==> src/rtl/simple_uart_rx.sv <==
// UART receiver: start / DATA_N_BIT data (LSB first) / even parity / stop,
// oversampled at CLK_PER_BIT clocks per bit with a single-entry output register.
module simple_uart_rx #(
    parameter int unsigned DATA_N_BIT = 8,
    parameter int unsigned BAUD_RATE  = 10,
    parameter int unsigned F_CLK_Hz   = 100
) (
    input  logic                  clk,
    input  logic                  async_rst_n,
    input  logic                  uart_din,
    output logic [DATA_N_BIT-1:0] dout,
    output logic                  dout_valid,
    input  logic                  dout_ready,
    output logic                  parity_err,
    output logic                  frame_err,
    output logic                  overrun,
    output logic                  busy
);

    localparam int unsigned CLK_PER_BIT = F_CLK_Hz / BAUD_RATE;
    localparam int unsigned CNT_W       = $clog2(CLK_PER_BIT) + 1;
    localparam int unsigned BIT_W       = (DATA_N_BIT > 1) ? $clog2(DATA_N_BIT) : 1;

    localparam logic [CNT_W-1:0] CNT_LAST = CNT_W'(CLK_PER_BIT - 1);
    localparam logic [CNT_W-1:0] CNT_HALF = CNT_W'(CLK_PER_BIT / 2 - 1);
    localparam logic [BIT_W-1:0] BIT_LAST = BIT_W'(DATA_N_BIT - 1);

    typedef enum logic [2:0] {
        S_IDLE,
        S_START,
        S_DATA,
        S_PARITY,
        S_STOP
    } state_e;

    state_e                  state_q,    state_d;
    logic [CNT_W-1:0]        clk_cnt_q,  clk_cnt_d;
    logic [BIT_W-1:0]        bit_cnt_q,  bit_cnt_d;
    logic [DATA_N_BIT-1:0]   shift_q,    shift_d;
    logic                    par_bad_q,  par_bad_d;
    logic                    stop_bit_q, stop_bit_d;
    logic                    done_q,     done_d;
    logic [1:0]              sync_q;

    logic [DATA_N_BIT-1:0]   dout_q,     dout_d;
    logic                    valid_q,    valid_d;
    logic                    perr_q,     perr_d;
    logic                    ferr_q,     ferr_d;
    logic                    ovr_q,      ovr_d;
    logic                    busy_q,     busy_d;

    logic                    rxs;

    assign rxs = sync_q[1];

    // Next-state, bit sampling and output-register update
    always_comb begin
        state_d    = state_q;
        clk_cnt_d  = clk_cnt_q;
        bit_cnt_d  = bit_cnt_q;
        shift_d    = shift_q;
        par_bad_d  = par_bad_q;
        stop_bit_d = stop_bit_q;
        done_d     = 1'b0;
        dout_d     = dout_q;
        valid_d    = valid_q;
        perr_d     = perr_q;
        ferr_d     = ferr_q;
        ovr_d      = 1'b0;

        unique case (state_q)
            S_IDLE: begin
                if (!rxs) begin
                    state_d   = S_START;
                    clk_cnt_d = '0;
                    bit_cnt_d = '0;
                end
            end
            S_START: begin
                // Re-check at mid start bit so short low glitches are dropped
                if (clk_cnt_q == CNT_HALF) begin
                    clk_cnt_d = '0;
                    state_d   = rxs ? S_IDLE : S_DATA;
                end else begin
                    clk_cnt_d = clk_cnt_q + CNT_W'(1);
                end
            end
            S_DATA: begin
                if (clk_cnt_q == CNT_LAST) begin
                    clk_cnt_d          = '0;
                    shift_d[bit_cnt_q] = rxs;
                    if (bit_cnt_q == BIT_LAST) begin
                        state_d = S_PARITY;
                    end else begin
                        bit_cnt_d = bit_cnt_q + BIT_W'(1);
                    end
                end else begin
                    clk_cnt_d = clk_cnt_q + CNT_W'(1);
                end
            end
            S_PARITY: begin
                if (clk_cnt_q == CNT_LAST) begin
                    clk_cnt_d = '0;
                    par_bad_d = rxs ^ (^shift_q);
                    state_d   = S_STOP;
                end else begin
                    clk_cnt_d = clk_cnt_q + CNT_W'(1);
                end
            end
            S_STOP: begin
                // Leave at mid stop bit so a following start edge is not missed
                if (clk_cnt_q == CNT_LAST) begin
                    clk_cnt_d  = '0;
                    stop_bit_d = rxs;
                    done_d     = 1'b1;
                    state_d    = S_IDLE;
                end else begin
                    clk_cnt_d = clk_cnt_q + CNT_W'(1);
                end
            end
            default: begin
                state_d   = S_IDLE;
                clk_cnt_d = '0;
                bit_cnt_d = '0;
            end
        endcase

        if (done_q) begin
            dout_d  = shift_q;
            perr_d  = par_bad_q;
            ferr_d  = !stop_bit_q;
            valid_d = 1'b1;
            ovr_d   = valid_q && !dout_ready;
        end else if (valid_q && dout_ready) begin
            valid_d = 1'b0;
        end

        busy_d = (state_d != S_IDLE);
    end

    // State and output registers
    always_ff @(posedge clk or negedge async_rst_n) begin
        if (!async_rst_n) begin
            sync_q     <= 2'b11;
            state_q    <= S_IDLE;
            clk_cnt_q  <= '0;
            bit_cnt_q  <= '0;
            shift_q    <= '0;
            par_bad_q  <= 1'b0;
            stop_bit_q <= 1'b1;
            done_q     <= 1'b0;
            dout_q     <= '0;
            valid_q    <= 1'b0;
            perr_q     <= 1'b0;
            ferr_q     <= 1'b0;
            ovr_q      <= 1'b0;
            busy_q     <= 1'b0;
        end else begin
            sync_q     <= {sync_q[0], uart_din};
            state_q    <= state_d;
            clk_cnt_q  <= clk_cnt_d;
            bit_cnt_q  <= bit_cnt_d;
            shift_q    <= shift_d;
            par_bad_q  <= par_bad_d;
            stop_bit_q <= stop_bit_d;
            done_q     <= done_d;
            dout_q     <= dout_d;
            valid_q    <= valid_d;
            perr_q     <= perr_d;
            ferr_q     <= ferr_d;
            ovr_q      <= ovr_d;
            busy_q     <= busy_d;
        end
    end

    assign dout       = dout_q;
    assign dout_valid = valid_q;
    assign parity_err = perr_q;
    assign frame_err  = ferr_q;
    assign overrun    = ovr_q;
    assign busy       = busy_q;

endmodule

==> config.mk <==
export PLATFORM = sky130hd
export DESIGN_NAME = simple_uart_rx
export DESIGN_NICKNAME = d
export VERILOG_FILES = /design/src/rtl/simple_uart_rx.sv
export SDC_FILE = /design/constraint.sdc
export NUM_CORES = 1
export LEC_CHECK = 0
export ABC_AREA = 1
export BUFFER_PORTS_ARGS = -buffer_cell sky130_fd_sc_hd__buf_2
export CAP_MARGIN = 5
export CORE_MARGIN = 2
export CORE_UTILIZATION = 50
export CTS_CLUSTER_DIAMETER = 60
export DETAILED_ROUTE_END_ITERATION = 12
export PLACE_DENSITY = 0.69
export SYNTH_ARGS = -nofsm -noshare
export SYNTH_HDL_FRONTEND = slang
export SYNTH_SLANG_ARGS = --single-unit
==> constraint.sdc <==
create_clock -name clk -period 2.38 [get_ports clk]
set_input_delay 0.357 -clock clk [delete_from_list [all_inputs] [get_ports clk]]
set_output_delay 0.357 -clock clk [all_outputs]
set_load 0.03 [all_outputs]
==> results.cfg <==
[critical_path]
crit_fanout = 4
start_kind = flop
ff2ff_setup_slack_ns = 0.83
crit_arrival_ns = 1.77
rr_worst_depth = 9
crit-reg2reg-launch = clk_cnt_q[1]
crit_end = shift_q[4]
worst_path_largest_cell_delay_ns = 0.39
cp.depth = 9
worst-path-buf-inv = 1
critPathSlowestCell = dfrtp_1
reg2reg_to = shift_q[4]
critical-path-top-delay-family = simple AND/OR/NAND/NOR gates
crit_top_cell = nand2_1
cp-startpoint = clk_cnt_q[1]
cp-end-kind = flop
path_class = flop to flop
critPathRequiredTime_ns = 2.61
crit_chain = inv_1 -> ha_1 -> nand2_1 -> nor3_2 -> nand2_2 -> nor2_2 -> nand2_1 -> nor2_1 -> a21oi_1

[cts]
post-cts-setup-buffers = 0
cts_tree = yes
cts_resized = 0
cts_hold_buf = 0
htree_levels = 2
clkTransAtPathRegs_ns = 0.10
cts_buffer_depth = 2
numCtsBuffers = 5
clock_latency_ns = 0.33
clock_sinks = 37
root_buffer = clkbuf_4

[power]
p_int_uw = 935
p_per_area_nw_per_um2 = 735
p_seq_share_pct = 51.9
p_leak_nw = 1.03
max-vdd-ir-drop_v = 0.000427
clkPwrFrac_pct = 21.2
combPwrFrac_pct = 26.9
p_sw_share_pct = 36.3
p_sw_uw = 532
power_mw = 1.47

[floorplanning]
dieArea_sq_um = 4130
core-area_sq_um = 3420
initial_utilization_pct = 53.2
fp-row-count = 21
die_w_um = 64.3
ios = 17
die_h_um = 64.3

[place]
port_buffers = 16
dp_hpwl_um = 2290
dpl-instance-area_sq_um = 1950
globalplace.congestion = 0.843
pre_cts_ws_ns = 0.838
post-place-cells = 282

[global_route]
grt_max_degree = 38
grt_pass1_wl_um = 5620
antenna_found_initial = 0
overflow = 0
grtUsageTotal_pct = 17.5
grt_pass1_vias = 1293

[detailed_routing]
drt_iter0_markers = 104
vias_per_cell = 4.90
wl_um = 3130
ant_nets = 0
drc = 0
vias = 1421
wl_per_cell_um = 10.8
drtPass1Iterations = 4

[logic_synthesis]
yosysUniqueCellTypes = 26
avgSynthCellArea_sq_um = 8.18
syn_area_sq_um = 1820
ys_ff_latch = 37
syn_nets = 231
syn_inst = 222
ys_seq_area_share_pct = 51.2
synth_warnings = 0

[timing]
finalClockSkew_ns = 0.00478
slew_viol_final = 0
worst_pin_slew_ns = 0.783
grt_setup_unrepaired = false
worst_slack_ns = 0.834
period_share_pct = 65.0
setup_viol = 0
hold_ws_ns = 0.0859
relSlewSlack_pct = 47.8
max_freq_mhz = 647
final-hold-violation-count = 0
tns_ns = 0
period_minus_slack_ns = 1.55

[finish]
drive_gt1_share_pct = 15.2
stdcell_count = 290
utilization_pct = 58.4
syn_to_final_growth_pct = 9.85
fin_nets = 252
num_antenna_cells = 0
fin_area_sq_um = 2000

[outcome]
status = finished, final reports clean

[worst_hold_path]
hold_path_class = primary input to async pin

[run]
drv_cap = 0
[sequential cells by signal, summed over array words and instances, names as in the netlist, 2 cells and up]
signal     flops
bit_cnt_q      3
clk_cnt_q      5
dout           8
shift_q        8
state_q        3
sync_q         2
[power by group through the flow]
stage | clock, mW | combinational (mW) | sequential (mW)
2_1_floorplan | 0 | 0.296 | 0.776
3_3_place_gp | 0 | 0.389 | 0.771
3_5_place_dp | 0 | 0.397 | 0.774
4_1_cts | 0.323 | 0.399 | 0.762
5_1_grt | 0.352 | 0.446 | 0.773
6_report | 0.311 | 0.395 | 0.762
[cells in the mapped netlist]
| library cell | instances | share of area (%) |
|---|---|---|
| nor2_1 | 13 | 2.7 |
| nor3_2 | 2 | 1.1 |
| nor3_4 | 1 | 0.90 |
| ha_1 | 5 | 3.4 |
| clkinv_1 | 1 | 0.21 |
| clkbuf_1 | 1 | 0.21 |
| nand2_1 | 72 | 15 |
| nand2_4 | 1 | 0.62 |
| o21ai_2 | 1 | 0.48 |
| nand4_1 | 1 | 0.34 |
| nor2_2 | 3 | 1.0 |
| o21ai_1 | 8 | 2.2 |
| inv_1 | 26 | 5.4 |
| nand3_1 | 18 | 5.0 |
| nand3_2 | 1 | 0.55 |
| nand3b_1 | 1 | 0.41 |
| o21ai_0 | 14 | 3.9 |
| dfrtp_1 | 34 | 47 |
| a21oi_1 | 4 | 1.1 |
| dfstp_2 | 3 | 4.3 |
| nand2_2 | 2 | 0.69 |
| clkinv_2 | 1 | 0.28 |
| xnor2_1 | 2 | 0.96 |
| xor2_1 | 3 | 1.4 |
| nor3_1 | 3 | 0.83 |
| buf_2 | 1 | 0.28 |
[cells in the final DEF (no fill, tap or decap), drive strengths merged]
master,count
xnor2,2
inv,26
clkinv,3
nand2,75
dfstp,3
nor3,6
xor2,3
nor2,16
nand3b,1
dfrtp,34
buf,16
nand3,19
nand4,1
ha,5
a21oi,4
o21ai,23
clkbuf,7
[worst min-delay path by stage]
stage	slack, ns	endpoint	cells after the start
after floorplan	0.06	bit_cnt_q[0]	0
after global placement	0.35	sync_q[1]	0
after detailed placement	0.35	sync_q[1]	0
after CTS	0.1	sync_q[0]	1
after global routing	0.09	sync_q[0]	1
final	0.09	clk_cnt_q[2]	1
[per-layer routing]
| layer | vias up | routed length [um] | global-route usage [%] |
|---|---|---|---|
| li1 | 746 | - | - |
| met1 | 641 | 1580 | 23.7 |
| met2 | 32 | 1390 | 27.0 |
| met3 | 2 | 138 | 5.28 |
| met4 | 0 | 24 | 5.59 |
| met5 | - | 0 | 0 |
[kinds of logic (layout without fill, tap and decap cells)]
logic type               count (synthesis)  count (layout)  share of synthesized area (%)
flip-flops                              37              37                           51.2
buffers and inverters                   30              52                           6.33
AO/OA/AOI/OAI                           27              27                           7.65
XOR/XNOR                                 5               5                           2.41
adder cells (fa/ha/maj)                  5               5                           3.44
AND/OR/NAND/NOR                        118             118                           29.0
[layout make-up]
class,count,area [sq um]
clock buffer,7,45.0
clock inverter,1,5.00
fill,329,1420
inverter,28,106
multi-input combinational,155,772
sequential,37,930
tap,46,57.6
timing repair buffer,16,80.1
Note: power is estimated with default switching activity, not from simulation.
